## src/rtl/arb_resp_router.sv

```systemverilog
// In-order response router: tracks the winning input of each issued request and
// steers returning responses to it. Optional macro ARB_RESP_ROUTER_SPURIOUS_EN.
module arb_resp_router #(
    parameter int NumIn    = 4,
    parameter int MaxTxns  = 8,
    parameter int RspWidth = 32,
    localparam int IdxWidth = $clog2(NumIn),
    localparam int CntWidth = $clog2(MaxTxns + 1)
) (
    input  logic                clk_i,
    input  logic                rst_i,
    input  logic                issue_valid_i,
    input  logic [IdxWidth-1:0] issue_idx_i,
    output logic                issue_ready_o,
    input  logic                rsp_valid_i,
    output logic                rsp_ready_o,
    input  logic [RspWidth-1:0] rsp_data_i,
    output logic [NumIn-1:0]    rsp_valid_o,
    input  logic [NumIn-1:0]    rsp_ready_i,
    output logic [RspWidth-1:0] rsp_data_o,
    output logic [CntWidth-1:0] outstanding_o,
    output logic                err_o
);
    localparam int PtrWidth = $clog2(MaxTxns);

    logic [IdxWidth-1:0] mem [MaxTxns];
    logic [PtrWidth-1:0] wr_ptr;
    logic [PtrWidth-1:0] rd_ptr;
    logic [CntWidth-1:0] count;
    logic                head_vld;
    logic [IdxWidth-1:0] head_idx;
    logic                push;
    logic                pop;

    assign head_vld      = (count != '0);
    assign head_idx      = mem[rd_ptr];
    assign issue_ready_o = (count != CntWidth'(MaxTxns));
    assign push          = issue_valid_i & issue_ready_o;
    assign pop           = rsp_valid_i & rsp_ready_o & head_vld;
    assign rsp_data_o    = rsp_data_i;
    assign outstanding_o = count;

    always_comb begin
        rsp_valid_o = '0;
        if (rsp_valid_i && head_vld) begin
            rsp_valid_o[head_idx] = 1'b1;
        end
    end

`ifdef ARB_RESP_ROUTER_SPURIOUS_EN
    logic err;

    // While empty, any response beat is swallowed and flagged.
    assign rsp_ready_o = head_vld ? rsp_ready_i[head_idx] : rsp_valid_i;
    assign err_o       = err;

    always_ff @(posedge clk_i) begin
        if (rst_i) begin
            err <= 1'b0;
        end else if (rsp_valid_i && !head_vld) begin
            err <= 1'b1;
        end
    end
`else
    assign rsp_ready_o = head_vld & rsp_ready_i[head_idx];
    assign err_o       = 1'b0;

`ifndef SYNTHESIS
    spurious_rsp_a: assert property (@(posedge clk_i) disable iff (rst_i)
        !(rsp_valid_i && !head_vld));
`endif
`endif

    // Index storage is data: written on push only, never cleared.
    always_ff @(posedge clk_i) begin
        if (push) begin
            mem[wr_ptr] <= issue_idx_i;
        end
    end

    always_ff @(posedge clk_i) begin
        if (rst_i) begin
            wr_ptr <= '0;
            rd_ptr <= '0;
            count  <= '0;
        end else begin
            if (push) begin
                wr_ptr <= wr_ptr + 1'b1;
            end
            if (pop) begin
                rd_ptr <= rd_ptr + 1'b1;
            end
            case ({push, pop})
                2'b10:   count <= count + 1'b1;
                2'b01:   count <= count - 1'b1;
                default: count <= count;
            endcase
        end
    end
endmodule

```

## config.mk

```make
export PLATFORM = sky130hd
export DESIGN_NAME = arb_resp_router
export DESIGN_NICKNAME = d
export VERILOG_FILES = /design/src/rtl/arb_resp_router.sv
export SDC_FILE = /design/constraint.sdc
export NUM_CORES = 1
export LEC_CHECK = 0
export ABC_AREA = 1
export BUFFER_PORTS_ARGS = -buffer_cell sky130_fd_sc_hd__buf_2
export CAP_MARGIN = 10
export CORE_AREA = 2 2 65 67
export DETAILED_ROUTE_END_ITERATION = 10
export DIE_AREA = 0 0 67 69
export MAX_ROUTING_LAYER = met4
export PLACE_DENSITY = 0.77
export SYNTH_ARGS = -nofsm -noshare
export SYNTH_HDL_FRONTEND = slang
export SYNTH_SLANG_ARGS = --single-unit
```

## constraint.sdc

```tcl
create_clock -name clk_i -period 2.68 [get_ports clk_i]
set_input_delay 0.536 -clock clk_i [delete_from_list [all_inputs] [get_ports clk_i]]
set_output_delay 0.536 -clock clk_i [all_outputs]
set_load 0.01 [all_outputs]
```

Word level (Yosys, flattened, before mapping):

Memory sizes are Yosys's and may differ from the RTL's. A register that Yosys moved wholly into a read port is not among the register bits.
Cells that the tools add are included.

* multiplexer cells: 10
* bitwise logic cells: 4
* shifts and indexed selects: 0
* add/sub/neg operators: 4
* equality and inequality tests: 3
* multipliers: 0
* order comparisons: 2
* divide/modulo/power cells: 0
* reductions and logical operators: 4

Operator list (count)
* $pmux W4 S2: 1
* $add A3 B1 Y3 const B: 2
* $mux W3: 2
* $add A4 B1 Y4 const B: 1
* $and A1 B1 Y1: 4
* $mux W1: 4
* $mux W4: 1
* $ne A4 B4 Y1 const B: 1
* $reduce_bool A4 Y1: 1
* $sub A4 B1 Y4 const B: 1
* $lt A2 B3 Y1 const B: 1
* $bmux W1 S2: 1
* $demux W1 S2: 1
* $eq A2 B1 Y1 const B: 1
* $eq A2 B2 Y1 const B: 1
* $ge A2 B1 Y1 const B: 1
* $logic_and A1 B1 Y1: 2
* $reduce_bool A2 Y1: 1

* RAM bits: 16
* memories kept: 1
* register bits after elaboration: 10
* output and inout bits: 43
* word-level logic and storage cells: 31
* bits of input ports: 42
* bits in read-only memories: 0
* latch bits: 0

Memory list
* mem: words 8, width 2, read ports 1, clocked after memory_dff 1, wr ports 1, line 26 `logic [IdxWidth-1:0] mem [MaxTxns];`

Logic depth before layout (Yosys ltp):

* depth after elaboration: 7
* gate-level depth with buffers: 18

Least setup slack after synthesis:

Ideal clock, no wire load.

* kind: reg-to-reg
* start: register with a tool-made name
* end: register count[2] (netlist: outstanding_o[2])
* data arrival time: 2060 ps
* path buffers: 1
* required time: 2565 ps
* cell stages (with the launch flop): 19
* clock period less this slack: 2176 ps
* path slack: 504 ps
* cell sequence: dfxtp_1 > buf_6 > inv_8 > nand2_2 > nand3_1 > nand3_2 > nand2_4 > nand2_1 > nand2_1 > nand2_2 > nand3_4 > inv_1 > ha_1 > xor2_1 > ha_1 > a21oi_1 > xnor2_1 > o21ai_0 > inv_1

RTL lines
* to (signal assigned): line 94 `2'b10: count <= count + 1'b1;`
* to (signal assigned): line 95 `2'b01: count <= count - 1'b1;`
* to (signal assigned): line 96 `default: count <= count;`
* to (decl): line 29 `logic [CntWidth-1:0] count;`

==> run summary <==
The flow ran to the end, and the final reports show no timing, DRC or antenna violations. Global routing used 14.5% of the available tracks across all layers. The DRC marker count from the first detailed-route iteration is 41. Dividing the detail-routed wire length by the instance count gives 11.4 um. The final-report setup violation count came out at 0. The maximum fanout count along the critical path is 9. Clock skew on the completed layout was measured at 0.00247 ns. The power per cell area came out at 1020 mW/mm2. The net switching component of the power is 0.653 mW.

The peak clock frequency supported by timing is 0.416 GHz. The per-instance average area after synthesis is 8.52 um2. Clock-pin slew was measured on the worst setup and hold paths at 0.06 ns.

Traced cell by cell, the critical path runs through inv_8, nand2_2, nand3_1, nand3_2, nand2_4, nand2_1, nand2_1, nand2_4, nand3_4, inv_1, ha_2, xor2_2, nand3_1, a21oi_1, o21ai_0, o21ai_0, a21oi_1. The initialized floorplan defines 23 standard-cell rows. The count of fill cells added during filler insertion is 384. The wire length reported by the detailed router came out at 2.80 mm. The post-route total power is 1.82 mW. The buffers inserted during post-CTS setup optimization came out at 0.

The number of clock sinks came out at 29. The number of buffers inserted by hold repair at cts came out at 0. The routed layout has 1139 vias. In this run the remaining antenna-violating nets after routing total 0. The utilization after layout came out at 45.3%. The share of the clock period used by the worst path is 89.8%. From bottom edge to top edge, the die measures 69 um. The worst path arrival time came out at 2.57 ns. The share of total power consumed by net switching came out at 35.9%. The floorplan step defined a core boundary enclosing 0.00391 mm2. The critical path contains buffers and inverters numbering 2 combined. The post-synthesis cell type count is 26.

The global-route congestion overflow total is 0. During placement, the flow inserted port buffers numbering 19. The placer's final routability congestion estimate is 0.843.

The finished cells cover 0.00177 mm2. The total count of hold-check failures in the final report is 0. The number of levels in the clock H-tree is 2.

STA classifies the critical path startpoint as a register. The global-route wire length before repair is 4.95 mm. In the final layout, flip-flops and latches occupy 744 um2. The total count of max-transition violations in the final report came to 0. In this run the deepest clock path goes through 2 buffers. The CTS tree is done. The total area of multi-input combinational cells came out at 611 um2. CTS placed an instance of sky130_fd_sc_hd__clkbuf_8 at the clock tree root. In the routed design, unresolved DRC markers number 0. The die width is 67 um.

The first TritonRoute pass finished after 4 iterations. Counting flops and latches in the post-synthesis netlist gives 29. On the critical path, the stage with the largest delay is an instance of sky130_fd_sc_hd__dfxtp_4. The largest net degree at the start of global routing is 11.

Counting every instance in the synthesized netlist gives 202. The max-cap check violation count came out at 0. The worst endpoint required time came out at 2.84 ns. The signed area change from the synthesized netlist to the final layout is 3.13%. The initial antenna violation count came out at 0.

The instance area at placement came out at 0.00162 mm2. The kind of critical path is reg -> reg. The floorplan die area came out at 0.00462 mm2. The worst-case IR drop observed on VDD is 0.591 mV. During I/O placement, the number of pins put on the boundary was 85. The number of synthesized flops with an enable pin came out at 16.

The worst hold path begins at wr_ptr[0]. In this run the cell area of the synthesized design comes to 0.00172 mm2. The initial cell density of the core is 44.0%. The type of the tightest min-delay check is reg -> reg. The static leakage is 0.821 nW. The half-perimeter wire length after detailed placement is 2.10 mm. The pre-CTS setup slack came out at 0.151 ns.

Adding up every negative setup slack in the final design gives 0 ns. The later pin in the worst-skew pair is clocked with a latency of 0.28 ns. The Yosys step of the flow raised 0 warnings. The final critical delay including setup and external delays is 2.41 ns. In the synthesized netlist the async set-or-reset flop fraction comes to 0%. The via count of the first global-routing pass came out at 1112. The cell family contributing the most delay on the critical path is simple AND/OR/NAND/NOR gates. The highest cell delay on the worst timing path came out at 0.41 ns. The layout cell share with drive strength beyond 1 is 24.1%. Setup repair after global routing left no endpoint under its margin.

The net count after synthesis came out at 249. The proportion of power drawn by the clock network came out at 29.2%. Sequential cells were found to cover 43.1% of the synthesized design area. In the synthesized netlist the dominant register cell turns out to be sky130_fd_sc_hd__edfxtp_1.

Combinational cells account for 37.1% of the total power. The cell-internal power is 1.16 mW. STA classifies the critical path endpoint as a register. The setup check on the worst reg-to-reg path leaves a slack of 0.27 ns. Per report_power, the sequential group accounts for 33.7% of the total. The detailed-route vias per instance is 4.65.

Across all setup checks in the final design, the least slack found is 0.275 ns. Clock tree synthesis inserted a total of 5 buffers. The net count reported at finish is 241. The number of antenna diodes in the final layout is 0.
cells by family after synthesis:
logic type	Yosys count	synth area share, %
xor+xnor	5	2.55
other cells	1	0.218
compound gates	16	5.09
fa+ha+maj	5	3.64
buf+inv	66	22.5
flops	29	43.1
simple gates	80	23.0
repair_timing:
| action | in CTS | in global routing |
|---|---|---|
| hold endpoints to repair | 0 | 0 |
| resized for setup | 0 | 5 |
| endpoints found under the setup margin | 0 | 3 |
area by class of cell:
cell class                      count  area share [%]
Clock buffer                        5            3.88
Inverter                           32            7.19
Sequential cell                    29            42.0
Tap cell                           50            3.53
Multi-Input combinational cell    107            34.4
Timing Repair Buffer               19            5.36
Clock inverter                      3            3.67
cells in the final DEF, fill, tap and decap left out, types with 2 or more instances in the layout:
cell	netlist	routed
sky130_fd_sc_hd__nand2_2	4	4
sky130_fd_sc_hd__a21oi_1	8	8
sky130_fd_sc_hd__edfxtp_1	16	16
sky130_fd_sc_hd__bufinv_16	0	2
sky130_fd_sc_hd__nand2_1	35	35
sky130_fd_sc_hd__nand3_1	12	12
sky130_fd_sc_hd__dfxtp_1	13	12
sky130_fd_sc_hd__inv_1	30	30
sky130_fd_sc_hd__nand2_4	3	3
sky130_fd_sc_hd__nand3_2	3	3
sky130_fd_sc_hd__nor3_1	4	4
sky130_fd_sc_hd__ha_1	5	4
sky130_fd_sc_hd__clkbuf_8	0	5
sky130_fd_sc_hd__xor2_2	0	2
sky130_fd_sc_hd__o21ai_0	6	6
sky130_fd_sc_hd__buf_2	0	19
sky130_fd_sc_hd__nor2_1	15	15
sky130_fd_sc_hd__xor2_1	4	2
cell usage after synthesis, types with 4 or more instances:
master	n	share of area, %
sky130_fd_sc_hd__inv_1	30	6.5
sky130_fd_sc_hd__nand2_1	35	7.6
sky130_fd_sc_hd__ha_1	5	3.6
sky130_fd_sc_hd__dfxtp_1	13	15
sky130_fd_sc_hd__nand2_2	4	1.5
sky130_fd_sc_hd__nor3_1	4	1.2
sky130_fd_sc_hd__nand3_1	12	3.5
sky130_fd_sc_hd__edfxtp_1	16	28
sky130_fd_sc_hd__xor2_1	4	2.0
sky130_fd_sc_hd__buf_4	33	14
sky130_fd_sc_hd__nor2_1	15	3.3
sky130_fd_sc_hd__o21ai_0	6	1.7
sky130_fd_sc_hd__a21oi_1	8	2.3
routing by layer:
layer	vias up	share of wire, %	GRT usage (%)
li1	585	-	-
met1	506	41	16.1
met2	32	49	21.5
met3	16	6.2	3.26
met4	0	4.0	12.2
met5	-	0	-
worst paths after layout:
path | endpoint | depth (start not counted)
setup / recovery | outstanding_o[3] | 17
setup reg to reg | outstanding_o[3] | 17
hold / removal | wr_ptr[0] | 2
hold reg to reg | wr_ptr[0] | 2
power by group through the flow:
stage          Clock [mW]  Sequential (mW)  Combinational [mW]
2_1_floorplan           0            0.593               0.590
3_3_place_gp            0            0.612               0.647
4_1_cts             0.542            0.604               0.666
3_5_place_dp            0            0.613               0.659
6_report            0.531            0.613               0.673
5_1_grt             0.562            0.624               0.779
worst min-delay path, stage by stage (launching register included):
cell                      delay (ns)
sky130_fd_sc_hd__dfxtp_1        0.33
sky130_fd_sc_hd__nand2_1        0.07
sky130_fd_sc_hd__a21oi_1        0.06
metrics by stage:
| step | hold slack [ns] | cells |
|---|---|---|
| after CTS | 0.490 | 245 |
| after global routing | 0.497 | 245 |
| after floorplan | 0.457 | 202 |
| after global placement | 0.479 | 237 |
| final | 0.497 | 245 |
| after detailed placement | 0.493 | 237 |
Note: power is estimated with default switching activity, not from simulation.
